`config.mk`:
```
export PLATFORM = sky130hd
export DESIGN_NAME = ifetch_queue
export DESIGN_NICKNAME = d
export VERILOG_FILES = /design/src/rtl/ifetch_queue.sv
export SDC_FILE = /design/constraint.sdc
export NUM_CORES = 1
export LEC_CHECK = 0
export ABC_AREA = 1
export BUFFER_PORTS_ARGS = -buffer_cell sky130_fd_sc_hd__buf_2
export CAP_MARGIN = 20
export CORE_MARGIN = 10
export CORE_UTILIZATION = 55
export CTS_CLUSTER_SIZE = 40
export DETAILED_ROUTE_END_ITERATION = 6
export PLACE_DENSITY = 0.79
export SYNTH_ARGS = -nofsm -noshare
export SYNTH_HDL_FRONTEND = slang
export SYNTH_SLANG_ARGS = --single-unit
```
`constraint.sdc`:
```
create_clock -name clk -period 4.7 [get_ports clk]
set_input_delay 0 -clock clk [delete_from_list [all_inputs] [get_ports clk]]
set_output_delay 0 -clock clk [all_outputs]
set_load 0.01 [all_outputs]
```
`src/rtl/ifetch_queue.sv`:
```
// Instruction-fetch unit: PC sequencing, one-outstanding ICache fetches and a
// DEPTH-entry circular queue feeding the decoder, with ROB redirect/flush.
//
//   state | meaning
//   IDLE  | no request outstanding; waiting for queue credit
//   FETCH | request outstanding; its data will be enqueued
//   DROP  | request outstanding but cancelled by a redirect; data discarded
module ifetch_queue #(
    parameter int                ADDR_W   = 32,
    parameter int                INSTR_W  = 32,
    parameter int                DEPTH    = 4,
    parameter logic [ADDR_W-1:0] RESET_PC = '0
) (
    input  logic                       clk,
    input  logic                       rst,
    input  logic                       rdy,
    input  logic                       jump_wrong,
    input  logic [ADDR_W-1:0]          jump_pc_from_rob,
    output logic                       icache_req,
    output logic [ADDR_W-1:0]          icache_addr,
    input  logic                       icache_ack,
    input  logic [INSTR_W-1:0]         icache_instr,
    output logic [INSTR_W-1:0]         pred_instr,
    output logic [ADDR_W-1:0]          pred_pc,
    input  logic                       pred_taken,
    input  logic [ADDR_W-1:0]          pred_target,
    output logic                       dec_valid,
    input  logic                       dec_ready,
    output logic [INSTR_W-1:0]         dec_instr,
    output logic [ADDR_W-1:0]          dec_pc,
    output logic                       dec_pred_taken,
    output logic [$clog2(DEPTH):0]     queue_count
);

    localparam int PTR_W = $clog2(DEPTH);
    localparam int CNT_W = PTR_W + 1;

    typedef enum logic [1:0] {IDLE, FETCH, DROP} state_t;

    state_t              state;
    logic [ADDR_W-1:0]   pc;
    logic [PTR_W-1:0]    head;
    logic [PTR_W-1:0]    tail;
    logic [CNT_W-1:0]    count;
    logic                req_q;
    logic [ADDR_W-1:0]   addr_q;

    logic [INSTR_W-1:0]  mem_instr [DEPTH];
    logic [ADDR_W-1:0]   mem_pc    [DEPTH];
    logic                mem_taken [DEPTH];

    logic                ack;
    logic                deq;
    logic                enq;
    logic [CNT_W-1:0]    count_deq;
    logic [CNT_W-1:0]    count_next;
    logic [ADDR_W-1:0]   next_pc;

    // An ack is only meaningful while a request is actually outstanding.
    assign ack        = icache_ack && req_q;
    assign deq        = (count != '0) && dec_ready;
    assign enq        = rdy && ack && !jump_wrong && (state == FETCH);
    assign count_deq  = count - CNT_W'(deq);
    assign count_next = count_deq + CNT_W'(enq);
    assign next_pc    = pred_taken ? pred_target : addr_q + ADDR_W'(4);

    always_ff @(posedge clk or negedge rst) begin
        if (!rst) begin
            state  <= IDLE;
            pc     <= RESET_PC;
            head   <= '0;
            tail   <= '0;
            count  <= '0;
            req_q  <= 1'b0;
            addr_q <= RESET_PC;
        end else if (rdy) begin
            if (jump_wrong) begin
                head  <= '0;
                tail  <= '0;
                count <= '0;
                pc    <= jump_pc_from_rob;
                if (state == IDLE || ack) begin
                    state  <= FETCH;
                    req_q  <= 1'b1;
                    addr_q <= jump_pc_from_rob;
                end else begin
                    // request stays up at its old address until the ICache answers
                    state <= DROP;
                end
            end else begin
                if (deq) head <= head + PTR_W'(1);
                if (enq) tail <= tail + PTR_W'(1);
                count <= count_next;
                case (state)
                    IDLE: begin
                        if (count_deq < CNT_W'(DEPTH)) begin
                            state  <= FETCH;
                            req_q  <= 1'b1;
                            addr_q <= pc;
                        end
                    end
                    FETCH: begin
                        if (ack) begin
                            pc <= next_pc;
                            if (count_next < CNT_W'(DEPTH)) begin
                                req_q  <= 1'b1;
                                addr_q <= next_pc;
                            end else begin
                                state <= IDLE;
                                req_q <= 1'b0;
                            end
                        end
                    end
                    DROP: begin
                        if (ack) begin
                            if (count_deq < CNT_W'(DEPTH)) begin
                                state  <= FETCH;
                                req_q  <= 1'b1;
                                addr_q <= pc;
                            end else begin
                                state <= IDLE;
                                req_q <= 1'b0;
                            end
                        end
                    end
                    default: begin
                        state <= IDLE;
                        req_q <= 1'b0;
                    end
                endcase
            end
        end
    end

    always_ff @(posedge clk) begin
        if (enq) begin
            mem_instr[tail] <= icache_instr;
            mem_pc[tail]    <= addr_q;
            mem_taken[tail] <= pred_taken;
        end
    end

    assign icache_req     = req_q;
    assign icache_addr    = addr_q;
    assign pred_instr     = icache_instr;
    assign pred_pc        = addr_q;
    assign dec_valid      = (count != '0);
    assign dec_instr      = mem_instr[head];
    assign dec_pc         = mem_pc[head];
    assign dec_pred_taken = mem_taken[head];
    assign queue_count    = count;

endmodule

```
==> results.yml <==
clock_tree:
  cts_tree: "done"
  ctsResizeCount: 0
  clk_path_buf_depth: 3
  root_buffer: "clkbuf_16"
  cts_made_buffers: 35
  cts_num_sinks: 334
  htree_levels: 2
  clk_latency_ps: 520
  cts_setup_buffers: 0
  clk_pin_slew_ps: 60
critical_path:
  crit_chain: "inv_1, nand3_1, and2_1, ha_1, ha_1, inv_1, ha_1, xnor2_2, nor2_8, nor2_4, nor2_1, a21oi_1, dlygate4sd3_1"
  crit_fanout: 40
  arrival_ps: 4180
  worst_path_max_delay_cell: "nor2_4"
  worstSetupStartpointType: "flip-flop"
  rr_worst_depth: 13
  critPathRequiredTime_ps: 5150
  r2r_end: "icache_addr[18]"
  slowest_delay_ps: 790
  worstSetupEndpointType: "flip-flop"
  crit_top_cell: "ha_1"
  rr_startpoint: "queue_count[0]"
  rrSetupSlack_ps: 970
  path_class: "reg2reg"
synthesis:
  yosys.area_share.xor_xnor: 0.00223
  seq_area_frac_synth: 0.637
  synth_common_cells: "edfxtp_1, nor2_1, nand2_1"
  synth_mux_area_frac: 0.00198
  synth_top_cell_area_share: 0.515
  synth_seq_cells: 334
  synth_simple_gate_area_frac: 0.164
  postSynthCellCount: 1475
  synth_largest_area_cell: "edfxtp_1"
  synth-edff-count: 260
  synth_fa_ha_area_frac: 0.00743
  yosysWarnings: 0
  dominantRegCellSynth: "edfxtp_1"
  synth_top_family_by_area: "simple AND/OR/NAND/NOR gates"
  synth_compound_area_frac: 0.117
  netlist_area_um2: 15200
  synth.avg_cell_area_um2: 10.3
  synthArstFlopShare: 0.222
  yosysMostFrequentCell: "edfxtp_1"
  syn_nets: 1587
  ys_types: 40
  ys_top_cells_by_area: "edfxtp_1, dfrtp_1, nor2_1"
cells_and_area:
  final_nets: 1892
  final.fill_count: 1949
  antenna_cells: 0
  drive_above_1_share: 0.206
  syn2layout_area_growth_pct: 22.9
sta:
  rsz0062_at_grt: "false"
  final.setup.tns_ps: 0
  relSlewSlack: 0.336
  hold_ws_ps: 39.2
  setup_viol: 0
  post-route-min-period_ps: 3730
  fmax_mhz: 268
  post-route-period-util: 0.794
  skew_ps: 13.6
  drv_slew: 0
  finalHoldViolCount: 0
  worst_pin_slew_ps: 994
power:
  cellPowerDensity_nw_per_um2: 589
  p_leak_uw: 0.00737
  p_total_uw: 11000
  vdd_ir_drop_max_v: 0.000416
floorplanning:
  rows: 60
  core-area_um2: 27000
  chipHeight_um: 186
  ioPinCount: 269
  start_util: 0.561
  die_w_um: 186
  dieArea_um2: 34600
grt:
  met3_usage: 0.0647
  grt_overflow: 0
  gr-usage-met2: 0.395
  grt_usage: 0.238
  first_global_vias: 12300
  grt_pass1_wl_mm: 65.1
  grt_max_degree: 88
  gr-usage-met1: 0.290
  antenna_found_initial: 0
  top_usage_layer: "met2"
route:
  ant_nets: 0
  drc: 0
  wirelength_mm: 42.1
  viasPerCell: 5.75
  dr.first_iter.drc_count: 1111
  vias: 12300
  wl_per_cell_um: 19.6
  firstDrtPassIters: 7
place:
  gp_congestion: 0.880
  hpwlAfterDp_mm: 25.3
  io_buffers: 268
hold_path:
  hp-class: "in2reg"
  min_path_cells: 4
  min_to: "pc[2]"
  min_from: "pred_target[2]"
job:
  max_cap_violations: 0
run_status:
  status: "finished clean"
==> power by group <==
group	internal [uW]	switching, uW	leakage (uW)
sequential	3760	683	0.00319
combinational	1440	2450	0.00365
clock	1540	1100	0.000531
total	6740	4230	0.00737
==> kinds of logic (layout without fill, tap and decap cells) <==
group | after synthesis | in the layout
AO/OA/AOI/OAI | 326 | 326
XOR/XNOR | 3 | 3
adder cells (fa/ha/maj) | 9 | 9
buffers and inverters | 207 | 538
flip-flops | 334 | 334
multiplexers | 3 | 3
AND/OR/NAND/NOR | 593 | 593
==> layer usage <==
metal  vias to the layer above  routed length, um
li1                       5689                  -
met1                      5871              16200
met2                       662              20000
met3                       119               4390
met4                         0               1480
met5                         -                  0
==> through the flow <==
step / setup WS, ps / area, um^2 / util / cells
floorplan: 451 / 15200 / - / 1475
global placement: 1600 / 16300 / 0.602 / 1958
detailed placement: 1490 / 16300 / 0.602 / 1959
CTS: 1110 / 18600 / 0.689 / 2147
global route: 818 / 18600 / 0.689 / 2147
finish: 969 / 18600 / 0.689 / 2147
==> flip-flops by register name (all words and copies together), names as in the netlist <==
name and flops:
pc 32, queue_count 3, mem_pc 128, mem_instr 128
state 2, icache_req 1, head 2, mem_taken 4
tail 2, icache_addr 32
==> worst max-delay path by stage <==
stage | startpoint | endpoint | slack (ps)
2_1_floorplan | state[1] | mem_instr[0][0] | 450
3_3_place_gp | jump_wrong | icache_addr[7] | 1600
3_5_place_dp | jump_wrong | icache_addr[8] | 1490
4_1_cts | queue_count[0] | icache_addr[18] | 1110
5_1_grt | queue_count[0] | icache_addr[18] | 820
6_report | queue_count[0] | icache_addr[18] | 970
==> timing repair <==
item,CTS,global route
endpoints found under the hold margin,277,0
hold buffers,125,0
setup endpoints to repair,0,0
==> layout make-up <==
cell class                      count  area [um^2]  area share
Clock buffer                       48          956      0.0513
Clock inverter                     15          136     0.00732
Inverter                           69          264      0.0142
Multi-Input combinational cell    934         4460       0.240
Sequential cell                   334         9660       0.519
Tap cell                          341          427      0.0229
Timing Repair Buffer              406         2720       0.146
==> cells in the final DEF (no fill, tap or decap), types with 36 or more instances in the layout <==
cell type | netlist | layout
o21ai_0 | 170 | 170
a21oi_1 | 63 | 63
dfrtp_1 | 74 | 72
o22ai_1 | 66 | 66
dlygate4sd3_1 | 0 | 125
clkbuf_16 | 0 | 36
nor2_1 | 254 | 250
nand2_1 | 208 | 208
inv_1 | 62 | 60
buf_2 | 19 | 268
nand3_1 | 78 | 78
edfxtp_1 | 260 | 260
==> worst max-delay path: cells and delay by family (launching register included) <==
family / cells / cell delay, ps
simple gates: 5 / 1320
buf+inv: 3 / 740
fa+ha+maj: 3 / 700
flops: 1 / 390
xor+xnor: 1 / 340
compound gates: 1 / 160
Power figures use the tool's default switching activity.
